File: src/rtl/tx_access_pkg.sv
// Shared types and constants for the tx access controller.
package tx_access_pkg;

  localparam int unsigned NUM_QUEUE       = 4;
  localparam int unsigned ACK_TIMER_WIDTH = 10;
  localparam int unsigned QIDX_WIDTH      = 2;
  localparam int unsigned CW_WIDTH        = 4;
  localparam int unsigned RETRY_WIDTH     = 4;

  typedef enum logic [1:0] {
    StIdle,
    StTx,
    StAckWait
  } state_e;

  // One retry step of the contention-window exponent, saturating at cw_max.
  function automatic logic [CW_WIDTH-1:0] cw_step(input logic [CW_WIDTH-1:0] cur,
                                                  input logic [CW_WIDTH-1:0] cmin,
                                                  input logic [CW_WIDTH-1:0] cmax);
    if (cmin > cmax) return cmin;
    if (cur >= cmax) return cmax;
    return cur + 1'b1;
  endfunction

endpackage

File: src/rtl/rr_arbiter4.sv
// Four-way round-robin grant search starting at last+1.
module rr_arbiter4 (
  input  logic [3:0] req,
  input  logic [1:0] last,
  output logic       gnt_valid,
  output logic [1:0] gnt_idx
);

  logic [1:0] cand;

  // Walk from the farthest candidate to the nearest so the nearest match wins.
  always_comb begin
    gnt_valid = 1'b0;
    gnt_idx   = last;
    cand      = '0;
    for (int i = 4; i >= 1; i--) begin
      cand = last + 2'(i);
      if (req[cand]) begin
        gnt_valid = 1'b1;
        gnt_idx   = cand;
      end
    end
  end

endmodule

File: src/rtl/tx_access_ctrl.sv
// Channel access controller: queue grant, ACK wait, retry and CW exponent control.
// Define TX_ACCESS_CW_DOUBLING_EN to grow the CW exponent on each retry.
module tx_access_ctrl #(
  parameter int unsigned NUM_QUEUE       = tx_access_pkg::NUM_QUEUE,
  parameter int unsigned ACK_TIMER_WIDTH = tx_access_pkg::ACK_TIMER_WIDTH
) (
  input  logic                       clk,
  input  logic                       rstn,
  input  logic                       tsf_pulse_1M,
  input  logic [NUM_QUEUE-1:0]       high_tx_allowed,
  input  logic [NUM_QUEUE-1:0]       queue_nonempty,
  output logic                       tx_start,
  output logic [1:0]                 tx_queue_idx,
  input  logic                       ack_required,
  input  logic                       tx_done,
  input  logic                       ack_rx_strobe,
  input  logic [ACK_TIMER_WIDTH-1:0] ack_timeout_time,
  input  logic [3:0]                 retry_limit,
  input  logic [3:0]                 cw_min,
  input  logic [3:0]                 cw_max,
  output logic [3:0]                 cw_exp,
  output logic                       tx_ok,
  output logic                       tx_fail,
  output logic                       busy
);

  import tx_access_pkg::*;

  state_e                     state_q;
  logic [ACK_TIMER_WIDTH-1:0] timer_q;
  logic [RETRY_WIDTH-1:0]     retry_cnt_q;
  logic                       retry_pend_q;
  logic                       ack_req_q;
  logic [1:0]                 last_grant_q;

  logic [NUM_QUEUE-1:0] eligible;
  logic                 gnt_valid;
  logic [1:0]           gnt_idx;
  logic                 ack_eff;
  logic                 timeout;
  logic                 in_ack;
  logic                 ack_go;
  logic                 retry_go;
  logic                 fail_go;

  // A pending retry pins eligibility to the queue that is still being served.
  always_comb begin
    eligible = high_tx_allowed & queue_nonempty;
    if (retry_pend_q) eligible &= ({{(NUM_QUEUE-1){1'b0}}, 1'b1} << tx_queue_idx);
  end

  rr_arbiter4 u_arb (
    .req       (eligible),
    .last      (last_grant_q),
    .gnt_valid (gnt_valid),
    .gnt_idx   (gnt_idx)
  );

  // ack_required is only valid in the tx_start cycle; cover tx_done landing there too.
  assign ack_eff  = tx_start ? ack_required : ack_req_q;
  assign timeout  = (timer_q == ack_timeout_time);
  assign in_ack   = (state_q == StAckWait);
  assign ack_go   = in_ack & ack_rx_strobe;
  assign retry_go = in_ack & ~ack_rx_strobe & timeout & (retry_cnt_q < retry_limit);
  assign fail_go  = in_ack & ~ack_rx_strobe & timeout & ~(retry_cnt_q < retry_limit);

  always_ff @(posedge clk) begin
    if (!rstn) begin
      state_q      <= StIdle;
      timer_q      <= '0;
      retry_cnt_q  <= '0;
      retry_pend_q <= 1'b0;
      ack_req_q    <= 1'b0;
      last_grant_q <= 2'd3;
      tx_start     <= 1'b0;
      tx_queue_idx <= 2'd0;
      tx_ok        <= 1'b0;
      tx_fail      <= 1'b0;
      busy         <= 1'b0;
    end else begin
      tx_start <= 1'b0;
      tx_ok    <= 1'b0;
      tx_fail  <= 1'b0;
      if (tx_start) ack_req_q <= ack_required;
      case (state_q)
        StIdle: begin
          if (gnt_valid) begin
            tx_start     <= 1'b1;
            tx_queue_idx <= gnt_idx;
            last_grant_q <= gnt_idx;
            busy         <= 1'b1;
            state_q      <= StTx;
          end
        end
        StTx: begin
          if (tx_done) begin
            if (ack_eff) begin
              timer_q <= '0;
              state_q <= StAckWait;
            end else begin
              tx_ok   <= 1'b1;
              busy    <= 1'b0;
              state_q <= StIdle;
            end
          end
        end
        StAckWait: begin
          if (tsf_pulse_1M) timer_q <= timer_q + 1'b1;
          if (ack_go || fail_go) begin
            tx_ok        <= ack_go;
            tx_fail      <= fail_go;
            retry_cnt_q  <= '0;
            retry_pend_q <= 1'b0;
            busy         <= 1'b0;
            state_q      <= StIdle;
          end else if (retry_go) begin
            retry_cnt_q  <= retry_cnt_q + 1'b1;
            retry_pend_q <= 1'b1;
            busy         <= 1'b0;
            state_q      <= StIdle;
          end
        end
        default: begin
          busy    <= 1'b0;
          state_q <= StIdle;
        end
      endcase
    end
  end

`ifdef TX_ACCESS_CW_DOUBLING_EN
  logic [CW_WIDTH-1:0] cw_q;

  always_ff @(posedge clk) begin
    if (!rstn || ack_go || fail_go) cw_q <= cw_min;
    else if (retry_go)              cw_q <= cw_step(cw_q, cw_min, cw_max);
  end

  assign cw_exp = (cw_min > cw_max) ? cw_min : cw_q;
`else
  logic unused_cw_max;
  assign unused_cw_max = ^cw_max;
  assign cw_exp        = cw_min;
`endif

endmodule
File: config.mk
export PLATFORM = sky130hd
export DESIGN_NAME = tx_access_ctrl
export DESIGN_NICKNAME = d
export VERILOG_FILES = /design/src/rtl/tx_access_pkg.sv /design/src/rtl/rr_arbiter4.sv /design/src/rtl/tx_access_ctrl.sv
export SDC_FILE = /design/constraint.sdc
export NUM_CORES = 1
export LEC_CHECK = 0
export BUFFER_PORTS_ARGS = -buffer_cell sky130_fd_sc_hd__buf_2
export CAP_MARGIN = 20
export CORE_ASPECT_RATIO = 1.5
export CORE_MARGIN = 2
export CORE_UTILIZATION = 45
export CTS_CLUSTER_SIZE = 20
export DETAILED_ROUTE_END_ITERATION = 12
export PLACE_DENSITY = 0.77
export REMOVE_ABC_BUFFERS = 1
export SLEW_MARGIN = 5
export SYNTH_ARGS = -nofsm -noshare
export SYNTH_HDL_FRONTEND = slang
export SYNTH_SLANG_ARGS = --single-unit
File: constraint.sdc
create_clock -name clk -period 2.8 [get_ports clk]
set_clock_uncertainty 0.1 [all_clocks]
set_input_delay 0.56 -clock clk [delete_from_list [all_inputs] [get_ports clk]]
set_output_delay 0.56 -clock clk [all_outputs]
set_load 0.05 [all_outputs]
==> key figures <==
Placed design
  – DP HPWL: between 2 and 2.5 mm
  – GP Congestion: 0.765
  – Buffers added on ports: 33

STA
  – RSZ-0062 raised after global routing: no
  – Worst-margin pin slew: roughly 0.6 ns
  – Hold slack: around 0.40 ns
  – Crit share post-route: 0.718
  – Max Slew Vio Count: 0
  – FMAX: 0.497 GHz
  – Post-Route Setup TNS: 0 ns
  – Period minus WS final: ~2.0 ns
  – Relative slew slack: 0.597
  – Final setup fails: 0
  – Fin. Hold Viols: 0

Floorplan
  – IO Pins: 46
  – Initial core utilization: 0.475
  – Core area: between 3000 and 4000 µm²
  – Die span in y: around 75 µm
  – Die area: between 3000 and 4000 µm²
  – Row Count: 25
  – Die width: 51.4 µm

Detailed routing
  – # DRC: 0
  – Via density per instance: about 5.3
  – Antenna-violating nets left: 0
  – DR iter-0 viols: 16
  – Via count: about 1.3k
  – Met1 WL: approximately 1.2 mm
  – Pre-antenna DRT Iters: 4
  – Top Metal Used: met4
  – Average wire per standard cell: between 10 and 15 µm
  – Met2 routed WL: roughly 1.6 mm
  – Total Wirelength: 3.03 mm
  – Met3 WL post-DR: ~150 µm

Global route
  – GR Overflow Total: 0
  – GRT Util Overall: 0.170
  – Vias in the first global route: about 1.2k
  – Largest net degree at the start of global routing: 16
  – First-pass GRT wire length: roughly 5 mm
  – Initial antenna violation count: 0

Layout
  – Final core occ: 0.553
  – ANT cells: 0
  – Fillers: approximately 330
  – Area grow syn2layout: 16.4%
  – Share of cells above drive strength 1: 0.225
  – Nets: around 250

CTS
  – CTS tree: built
  – CTS root buf: clkbuf_8
  – Clock Sinks: 26
  – Post_cts resized: 0
  – Postcts setup bufs: 0
  – Max clock buf depth: 2
  – CTS buffer count: 3
  – CTS H-Tree Depth: 1
  – Hold Buf Count CTS: 0
  – Clock Latency Late Sink: 0.27 ns
  – Clock slew seen by the registers of the worst setup and hold paths: 0.09 ns

Synth
  – Post-synth EDFFs: 0
  – Post-Synthesis Cell Area: between 1500 and 2000 µm²
  – Ys flop type: dfxtp_1
  – Ranking of synthesized cells by area: dfxtp_1 (34%), xor2_1 (8.7%), ha_1 (6.6%)
  – Synth unique cells: between 40 and 50
  – Synth Area per Inst: between 8 and 9 µm²
  – Yosys top cell by area: dfxtp_1
  – Sequential area share after synthesis: 0.343
  – Synthesized flop and latch total: 26
  – Synthesized instance count: around 180
  – Post-synthesis async set-or-reset flop share: 0
  – Yosys Warn Count: 0
  – Yosys top cell area share: 0.343

Setup path
  – Critical path's slowest cell: nor3_1
  – Crit-path leading delay family: simple AND/OR/NAND/NOR gates
  – Crit path DAT: roughly 2.1 ns
  – Worst Setup End Kind: register
  – CP required: between 2 and 3 ns
  – Slowest Stage Delay on Critical Path: about 0.45 ns
  – CP bufs+invs: 1
  – Crit Path Category: reg -> reg
  – Crit Path Max Fanout: 7
  – Worst path cell trace: inv_1 > ha_1 > nor2b_1 > a31oi_1 > nor3_1 > and3_2 > xnor2_1 > nor2_1
  – Startpoint types: register

Pwr
  – P_leak: slightly above 0.8 nW
  – Pwr Density: around 500 nW/µm²
  – Peak VDD IR: approximately 320 µV

Run
  – Max_cap viols: 0

Min path
  – Min-delay worst type: reg -> reg

Status
  – Run status: finished clean
-- stage by stage --
stage               std cells  setup WS, ns  cell area [µm²]  power [mW]
floorplan                 172         0.733             1480       0.538
global placement          245         0.615             1690       0.590
detailed placement        245         0.628             1690       0.593
CTS                       249         0.785             1770       0.899
global route              249         0.622             1770       0.932
finish                    249         0.790             1770       0.891
-- area by class of cell --
type	instances	area, µm²	share of cell area
inverters	11	41.3	0.0234
repair buffers	33	165	0.0936
well taps	40	50.0	0.0283
multi-input cells	135	917	0.519
flip-flops and latches	26	520	0.295
clock buffers	3	41.3	0.0234
clock inverters	1	30.0	0.0170
-- synth_stat cells (all sizes together) (5+ instances only) --
master,n
a21oi,10
and3,5
dfxtp,26
ha,8
inv,11
nand2,18
nand3,6
nor2,19
o21ai,9
xor2,15
-- path summary, 6_finish.rpt --
path / startpoint / endpoint / slack, ns / cells past startpoint
worst max-delay path: state_q[1] / timer_q[5] / 0.79 / 8
worst min register to register: state_q[1] / state_q[1] / 0.40 / 2
worst max register to register: state_q[1] / timer_q[5] / 0.79 / 8
worst min-delay path: state_q[1] / state_q[1] / 0.40 / 2
-- flip-flops by register name (all words and copies together), names as in the netlist --
signal        flops
retry_cnt_q       4
tx_fail           1
tx_start          1
timer_q          10
ack_req_q         1
tx_queue_idx      2
state_q           2
retry_pend_q      1
busy              1
last_grant_q      2
tx_ok             1
-- cell usage in the layout, fill, tap and decap left out, types with 2 or more instances in the layout --
| cell type | n |
|---|---|
| a21o_1 | 2 |
| a21oi_1 | 9 |
| a22o_1 | 2 |
| and3_1 | 3 |
| and3_2 | 2 |
| buf_2 | 33 |
| clkbuf_8 | 3 |
| dfxtp_1 | 26 |
| ha_1 | 8 |
| inv_1 | 11 |
| mux2_2 | 2 |
| mux2i_1 | 4 |
| nand2_1 | 18 |
| nand2b_1 | 4 |
| nand3_1 | 6 |
| nand4_1 | 3 |
| nor2_1 | 19 |
| nor2b_1 | 2 |
| o21a_1 | 2 |
| o21ai_0 | 7 |
| o21ai_1 | 2 |
| o221ai_1 | 2 |
| o32ai_1 | 2 |
| xnor2_1 | 4 |
| xor2_1 | 15 |
-- where the power goes --
group | switching [mW] | internal [mW]
Sequential | 0.0190 | 0.388
Clock | 0.115 | 0.191
Combinational | 0.110 | 0.0675
-- per-layer routing --
layer,global-route usage,up-vias
met5,0,-
met4,0.0614,0
met3,0.0337,4
met2,0.321,35
met1,0.185,598
li1,-,674
-- tightest hold or removal path, delay by kind of cell, from the launching register on --
| kind | cells | cell delay, ns |
|---|---|---|
| muxes | 1 | 0.06 |
| and+or+nand+nor | 1 | 0.07 |
| DFF | 1 | 0.33 |
-- cells by family after synthesis --
logic type,after synthesis,synth area share
DFF,26,0.343
xor gates and xnor gates,19,0.110
buffers and inverters,17,0.0520
adders and majority gates,8,0.0660
and+or+nand+nor,66,0.231
AOI/OAI and AO/OA,36,0.157
muxes,6,0.0413
No activity file was read; power rests on OpenSTA's default activity.
